--- src/rtl/simple_pkg.sv ---
// Shared definitions for the instruction fetch unit: word width,
// default reset PC and the fetch-state encoding.
package simple_pkg;

   localparam int WORD_W = 16;
   localparam logic [WORD_W-1:0] RESET_PC_DEFAULT = 16'h0000;

   typedef enum logic [1:0] {
      ST_IDLE  = 2'd0,
      ST_FETCH = 2'd1,
      ST_LATCH = 2'd2,
      ST_HOLD  = 2'd3
   } fetch_state_e;

endpackage

--- src/rtl/edge_detect.sv ---
// Rising-edge detector on a level input. The history flop is cleared by
// reset, so an input already high after reset counts as a fresh edge.
module edge_detect (
   input  logic clk,
   input  logic rst,
   input  logic sig_in,
   output logic rise
);

   logic prev_q;
   logic prev_d;

   // Next history value is simply the current input level
   always_comb begin
      prev_d = sig_in;
   end

   // History register, cleared on reset
   always_ff @(posedge clk) begin
      if (rst) begin
         prev_q <= 1'b0;
      end else begin
         prev_q <= prev_d;
      end
   end

   assign rise = sig_in & ~prev_q;

endmodule

--- src/rtl/fetch_unit.sv ---
// Instruction fetch unit: walks IDLE -> FETCH -> LATCH -> HOLD, presents
// the PC to a 1-cycle-latency instruction memory, holds the fetched word
// until the core retires it, and handles start/stop commands from exec.
module fetch_unit
   import simple_pkg::*;
#(
   parameter logic [WORD_W-1:0] RESET_PC = RESET_PC_DEFAULT
) (
   input  logic              clk,
   input  logic              rst,
   input  logic              exec,
   output logic [WORD_W-1:0] imem_addr,
   input  logic [WORD_W-1:0] imem_q,
   output logic [WORD_W-1:0] instr,
   output logic              instr_valid,
   input  logic              instr_ready,
   input  logic              j_flag,
   input  logic [WORD_W-1:0] j_addr,
   input  logic              halt,
   output logic [WORD_W-1:0] pc_out,
   output logic [WORD_W-1:0] pc_inc,
   output logic              running
);

   fetch_state_e      state_q, state_d;
   logic [WORD_W-1:0] pc_q, pc_d;
   logic [WORD_W-1:0] instr_q, instr_d;
   logic              valid_q, valid_d;
   logic              stop_q, stop_d;
   logic              exec_rise;
   logic              handshake;

   edge_detect u_exec_edge (
      .clk    (clk),
      .rst    (rst),
      .sig_in (exec),
      .rise   (exec_rise)
   );

   assign handshake = valid_q & instr_ready;
   assign pc_inc    = pc_q + 16'd1;

   // Next-state, PC, instruction and stop-request logic
   always_comb begin
      state_d = state_q;
      pc_d    = pc_q;
      instr_d = instr_q;
      valid_d = valid_q;
      stop_d  = stop_q;
      case (state_q)
         ST_IDLE: begin
            if (exec_rise) begin
               state_d = ST_FETCH;
               stop_d  = 1'b0;
            end
         end
         ST_FETCH: begin
            // Address is on imem_addr this cycle; data arrives next cycle
            state_d = ST_LATCH;
            if (exec_rise) stop_d = 1'b1;
         end
         ST_LATCH: begin
            instr_d = imem_q;
            valid_d = 1'b1;
            state_d = ST_HOLD;
            if (exec_rise) stop_d = 1'b1;
         end
         ST_HOLD: begin
            if (handshake) begin
               pc_d    = j_flag ? j_addr : pc_inc;
               valid_d = 1'b0;
               if (halt || stop_q || exec_rise) begin
                  state_d = ST_IDLE;
                  stop_d  = 1'b0;
               end else begin
                  state_d = ST_FETCH;
               end
            end else if (exec_rise) begin
               // Stop is deferred: the held instruction still retires
               stop_d = 1'b1;
            end
         end
         default: begin
            state_d = ST_IDLE;
         end
      endcase
   end

   // State registers with synchronous reset taking priority over all inputs
   always_ff @(posedge clk) begin
      if (rst) begin
         state_q <= ST_IDLE;
         pc_q    <= RESET_PC;
         instr_q <= '0;
         valid_q <= 1'b0;
         stop_q  <= 1'b0;
      end else begin
         state_q <= state_d;
         pc_q    <= pc_d;
         instr_q <= instr_d;
         valid_q <= valid_d;
         stop_q  <= stop_d;
      end
   end

   assign imem_addr   = pc_q;
   assign pc_out      = pc_q;
   assign instr       = instr_q;
   assign instr_valid = valid_q;
   assign running     = (state_q != ST_IDLE);

endmodule

--- config.mk ---
export PLATFORM = sky130hd
export DESIGN_NAME = fetch_unit
export DESIGN_NICKNAME = d
export VERILOG_FILES = /design/src/rtl/simple_pkg.sv /design/src/rtl/edge_detect.sv /design/src/rtl/fetch_unit.sv
export SDC_FILE = /design/constraint.sdc
export NUM_CORES = 1
export LEC_CHECK = 0
export CAP_MARGIN = 5
export CORE_MARGIN = 2
export CORE_UTILIZATION = 44
export DETAILED_ROUTE_END_ITERATION = 12
export PLACE_DENSITY = 0.85
export SLEW_MARGIN = 0
export SYNTH_ARGS = -nofsm -noshare
export SYNTH_HDL_FRONTEND = slang
export SYNTH_HIERARCHICAL = 1
export SYNTH_SLANG_ARGS = --single-unit
--- constraint.sdc ---
create_clock -name clk -period 2.4 [get_ports clk]
set_input_delay 0.36 -clock clk [delete_from_list [all_inputs] [get_ports clk]]
set_output_delay 0.36 -clock clk [all_outputs]
set_load 0.1 [all_outputs]
==> flow_summary_export.csv <==
group,metric,value,unit
finish,final_util,74.6,%
worst_setup_path,ff2ff_path_depth,5,
worst_setup_path,reg2reg_to,"stop_q",
drt,avgRoutedWirePerCell,14.4,um
worst_setup_path,cp_max_fo,10,
drt,ant_nets,0,
power_and_ir_drop,combPwrFrac,45.1,%
worst_hold_path,hold_path.class,"flip-flop to flip-flop",
worst_setup_path,cp-start-kind,"flip-flop",
global_route,antenna_found_initial,0,
global_route,grtUsageMet3,5.09,%
placement,dp_slack,0.280,ns
cts,cts_buffers,5,
logic_synthesis,synth_area_leader_cell,"dfxtp_1",
worst_setup_path,critPathArrivalTime,1.91,ns
floorplanning,num_io_pins,104,
global_route,grt_use_met1,27.3,%
power_and_ir_drop,vdd_ir_drop_max,0.538,mV
cts,clock_latency,0.28,ns
global_route,grt_pass1_vias,2035,
timing,fin_crit,2.27,ns
cts,cts_max_level,2,
logic_synthesis,synth-seq-cells,37,
timing,fin_skew,0.00339,ns
timing,hold_viol_final,0,
cts,cts_tree,"yes",
finish,nets,385,
finish,multi_input_area,0.00148,mm2
global_route,top_usage_layer,"met2",
timing,fin_ws,0.126,ns
worst_setup_path,critPathKind,"flip-flop to output port",
logic_synthesis,avgSynthCellArea,8.48,um2
global_route,grt_max_degree,46,
power_and_ir_drop,power.density,579,mW/mm2
logic_synthesis,syn-num-nets,302,
timing,fin_crit_sh,94.7,%
worst_setup_path,startpoint,"imem_addr[0]",
logic_synthesis,yosysSeqAreaShare,33.7,%
timing,slew_headroom,66.6,%
logic_synthesis,synth-edff-count,0,
finish,layout-drive-gt1-share,36.2,%
cts,clockRootBuffer,"clkbuf_8",
drt,routed_via_density,5.34,
worst_setup_path,cp.required,2.04,ns
logic_synthesis,syn_area,0.00220,mm2
logic_synthesis,synth.area.top_cells,"dfxtp_1 34%, mux2i_1 10%, buf_4 5.5%, nor2_1 5.0%, xor2_1 4.0%",
drt,vias,2190,
drt,wl,5900,um
worst_setup_path,endpoint,"pc_inc[14]",
finish,finalNonFillerCells,410,
timing,max_freq,440,MHz
timing,grt_setup_unrepaired,"false",
run_status,status,"completed",
cts,cts_buffer_depth,2,
floorplanning,die_y,74.6,um
drt,first_iter_violations,188,
logic_synthesis,synth_warnings,6,
timing,setup_viol,0,
finish,fillers,350,
finish,seq_area,790,um2
floorplanning,core-area,0.00475,mm2
global_route,grt_usage,21.9,%
power_and_ir_drop,power_report.internal_total,1.14,mW
placement,place_hpwl,4450,um
cts,clkTransAtPathRegs,0.07,ns
cts,clock_sinks,37,
power_and_ir_drop,swShare,44.3,%
floorplanning,fp.dieArea,0.00557,mm2
drt,drt_pass1_iterations,4,
logic_synthesis,synth.distinct_cells,42,
logic_synthesis,async_reset_ff_share,0,%
global_route,grt-ovfl-total,0,
timing,slew_viol_final,0,
placement,gp_congestion,0.789,
power_and_ir_drop,p_sw,0.910,mW
logic_synthesis,ys_top_cells_by_count,"37 x dfxtp_1, 29 x nor2_1, 23 x nand2_1",
power_and_ir_drop,leakage,1.46,nW
logic_synthesis,yosysTopAreaCellShare,33.7,%
worst_setup_path,r2r_start,"state_q[1]",
logic_synthesis,yosysMostFrequentCell,"dfxtp_1",
finish,syn_to_final_growth,61.5,%
drt,drc,0,
logic_synthesis,ys.flop_type,"dfxtp_1",
worst_setup_path,reg2reg_slack,0.52,ns
flow_run,max_cap_violations,0,
power_and_ir_drop,clkPwrFrac,20.4,%
placement,placed_area,0.00343,mm2
floorplanning,die_x,74.6,um
timing,worstMarginPinSlew,0.501,ns
timing,final.setup.tns,0,ns
power_and_ir_drop,power_frac_seq,34.6,%
finish,fin_area,0.00355,mm2
finish,num_antenna_cells,0,
placement,io_buffers,103,
global_route,grt_pass1_wl,9490,um
worst_setup_path,end_kind,"output port",
logic_synthesis,netlist_instances,259,
floorplanning,core.rowCount,25,
placement,dp.cells,400,
floorplanning,start_util,46.2,%
global_route,use_met2,37.7,%
[flip-flops by register name, summed over array words and instances (netlist names)]
name                count
u_exec_edge/prev_q      1
state_q                 2
instr_valid             1
instr                  16
stop_q                  1
imem_addr              16
[worst min-delay path by stage]
stage / startpoint / end / slack (ns) / cells after the start
floorplan: rst / u_exec_edge/prev_q / 0.42 / 1
global placement: instr[8] / instr[8] / 0.47 / 2
detailed placement: instr[9] / instr[9] / 0.49 / 2
CTS: instr[9] / instr[9] / 0.51 / 2
global route: instr[12] / instr[12] / 0.54 / 2
finish: instr[9] / instr[9] / 0.51 / 2
[cells in the final DEF, fill, tap and decap left out, types with 4 or more instances in the layout]
cell type / n
nor2b_1: 5
o21ai_0: 9
a31oi_1: 8
nor3_2: 4
buf_12: 13
nand3_1: 10
inv_1: 7
dfxtp_1: 22
nor3_1: 7
dfxtp_4: 12
clkbuf_8: 5
nand2_1: 23
a32o_1: 5
ha_1: 4
xor2_4: 9
mux2i_1: 22
clkdlybuf4s50_1: 37
buf_4: 60
xnor2_2: 4
and3_1: 4
a21oi_1: 9
nor2_1: 29
[per-layer routing]
| layer | up-vias | routed length, um |
|---|---|---|
| met5 | - | 0 |
| met4 | 0 | 68 |
| met3 | 7 | 474 |
| met2 | 101 | 2920 |
| met1 | 1020 | 2440 |
| li1 | 1062 | - |
[final cells by class]
class / instances / share of cell area, %
clock inverters: 2 / 0.282
multi-input cells: 181 / 41.8
clock buffers: 6 / 2.05
well taps: 67 / 2.36
inverters: 7 / 0.741
repair buffers: 110 / 30.5
flip-flops and latches: 37 / 22.3
[repair_timing]
| item | CTS | global route |
|---|---|---|
| setup endpoints to repair | 3 | 2 |
| pin swaps | 1 | 0 |
| setup buffers | 2 | 0 |
| resized for setup | 1 | 1 |
| hold buffers | 0 | 0 |
[critical path: stages (launching register included)]
cell	delay [ns]
dfxtp_4	0.41
ha_4	0.20
nand3_4	0.19
nor4_4	0.29
buf_4	0.18
xor2_4	0.17
buf_12	0.19
[cell families after synthesis]
kind of cell / synth area share, %
DFF: 33.7
buffers and inverters: 10.1
adders and majority gates: 2.85
muxes: 10.0
xor gates and xnor gates: 5.58
and+or+nand+nor: 24.3
AOI/OAI and AO/OA: 13.4
[stage by stage]
step	power [mW]	hold WS [ns]
after floorplan	1.42	0.424
after global placement	1.63	0.474
after detailed placement	1.65	0.490
after CTS	2.07	0.510
after global routing	2.16	0.543
final	2.05	0.506
[power groups by stage]
stage | combinational, mW | sequential (mW) | clock, mW
finish | 0.926 | 0.710 | 0.419
global route | 0.974 | 0.720 | 0.464
CTS | 0.931 | 0.710 | 0.434
detailed placement | 0.926 | 0.722 | 0
global placement | 0.907 | 0.721 | 0
floorplan | 0.365 | 1.06 | 0
No activity file was read; power rests on OpenSTA's default activity.
==> patch: new RTL, same settings <==
`instr_q` no longer has a reset.
--- a/src/rtl/fetch_unit.sv
+++ b/src/rtl/fetch_unit.sv
@@ -91,16 +91,18 @@
       if (rst) begin
          state_q <= ST_IDLE;
          pc_q    <= RESET_PC;
-         instr_q <= '0;
          valid_q <= 1'b0;
          stop_q  <= 1'b0;
       end else begin
          state_q <= state_d;
          pc_q    <= pc_d;
-         instr_q <= instr_d;
          valid_q <= valid_d;
          stop_q  <= stop_d;
       end
+   end
+
+   always_ff @(posedge clk) begin
+      instr_q <= instr_d;
    end
 
    assign imem_addr   = pc_q;
Formal check against the unedited RTL: differs if rst is asserted again (counterexample within 4 cycles, from zero or initial values and one cycle with rst high); with rst held inactive, the same outputs for 10 cycles.
==> patch against the original RTL <==
  * Via count is 9.1% lower
  * Sequential cell count unchanged
  * Combinational power fell by 23%
  * Largest cell class unchanged
  * Power decreased by 7.3%
  * Worst setup slack improved by 0.0048 ns
  * Design area is 1.6% lower
  * Area after synthesis down 5.9%
  * Wire length decreased by 0.80%
==> patch: results (changes against the original RTL) <==
outcome finished, final reports clean; worst-margin pin slew 0.7530 ns (+0.2516 ns); Critical Path Sink pc_inc[12]; Seq/Total Area, Yosys 43.58% (+9.9 points); CLK BUF 5 (-1); Final Cycle Share 94.53% (-0.20 points); Post-DP Area 3373 um^2 (-1.7%); drt wl/cell 16.07 um (+12%); largest net degree at the start of global routing 32 (-30%); top post-synthesis cells by area edfxtp_1 (23%), dfxtp_1 (20%), buf_4 (5.8%); share of cell area taken by multi-input logic gates 36.24% (-5.6 points); Peak VDD IR 0.0004661 V (-13%); Total GRT Usage 22.33% (+0.42 points); met1 WL 2347 um (-3.7%); Unique masters post-synth 41 (-2.4%); met3 WL 349 um (-26%); grt met2 use 37.27% (-0.39 points); Post-synth EDFFs 16 (+16); Final HPWL DP 4382 um (-1.4%); nets 354 (-8.1%); Data buffer area share 31.40% (+0.92 points); Seq area share 27.13% (+4.9 points); Placer Congestion 0.8126 (+3.0%); Adder-Cell Fraction of Synth Area 3.027% (+0.18 points); pre-CTS setup slack 0.2128 ns (-0.06739 ns); Clock-cell share 2.616% (+0.29 points); area growth from synthesis to layout 68.89%; Leak 0.001435 uW (-2.0%); flop-to-flop setup slack 0.49 ns (-0.03 ns); first-pass GRT wire length 9121 um (-3.9%); path depth of the worst reg2reg path 4 (-1); Hold Path End stop_q; Mean Syn Cell Area 9.311 um^2 (+9.8%); Synth top cells by count nand2_1 (22), dfxtp_1 (21), buf_4 (16), edfxtp_1 (16), nor2_1 (13); post-synthesis xor/xnor area fraction 5.932% (+0.35 points); multi-input logic cell count 148 (-18%); routed wl met2 3052 um (+4.6%)
## patch: changes by cell type after synthesis, moves of 2 or more
| cell | unedited run | this run |
|---|---|---|
| buf_2 | 4 | 2 |
| dfxtp_1 | 37 | 21 |
| edfxtp_1 | 0 | 16 |
| mux2i_1 | 22 | 5 |
| nor2_1 | 29 | 13 |
| nor4_1 | 0 | 3 |
| nor4_4 | 2 | 0 |
## patch: worst max-delay path: stages (launching register included)
cell     delay [ns]
dfxtp_4        0.40
ha_2           0.27
nand3_4        0.19
nor3_2         0.35
xor2_4         0.19
buf_12         0.19
## patch: power breakdown
part | internal [uW] | leakage, uW | switching, uW
registers | 715 | 0.000327 | 30.9
logic | 201 | 0.00106 | 512
clock network | 206 | 0.0000481 | 239
total | 1120 | 0.00144 | 782
## patch: timing repair
item | CTS | global route
pin swaps | 0 | 1
setup buffers | 0 | 1
cloned | 0 | 0
gates resized for setup | 1 | 2
endpoints found under the setup margin | 4 | 3
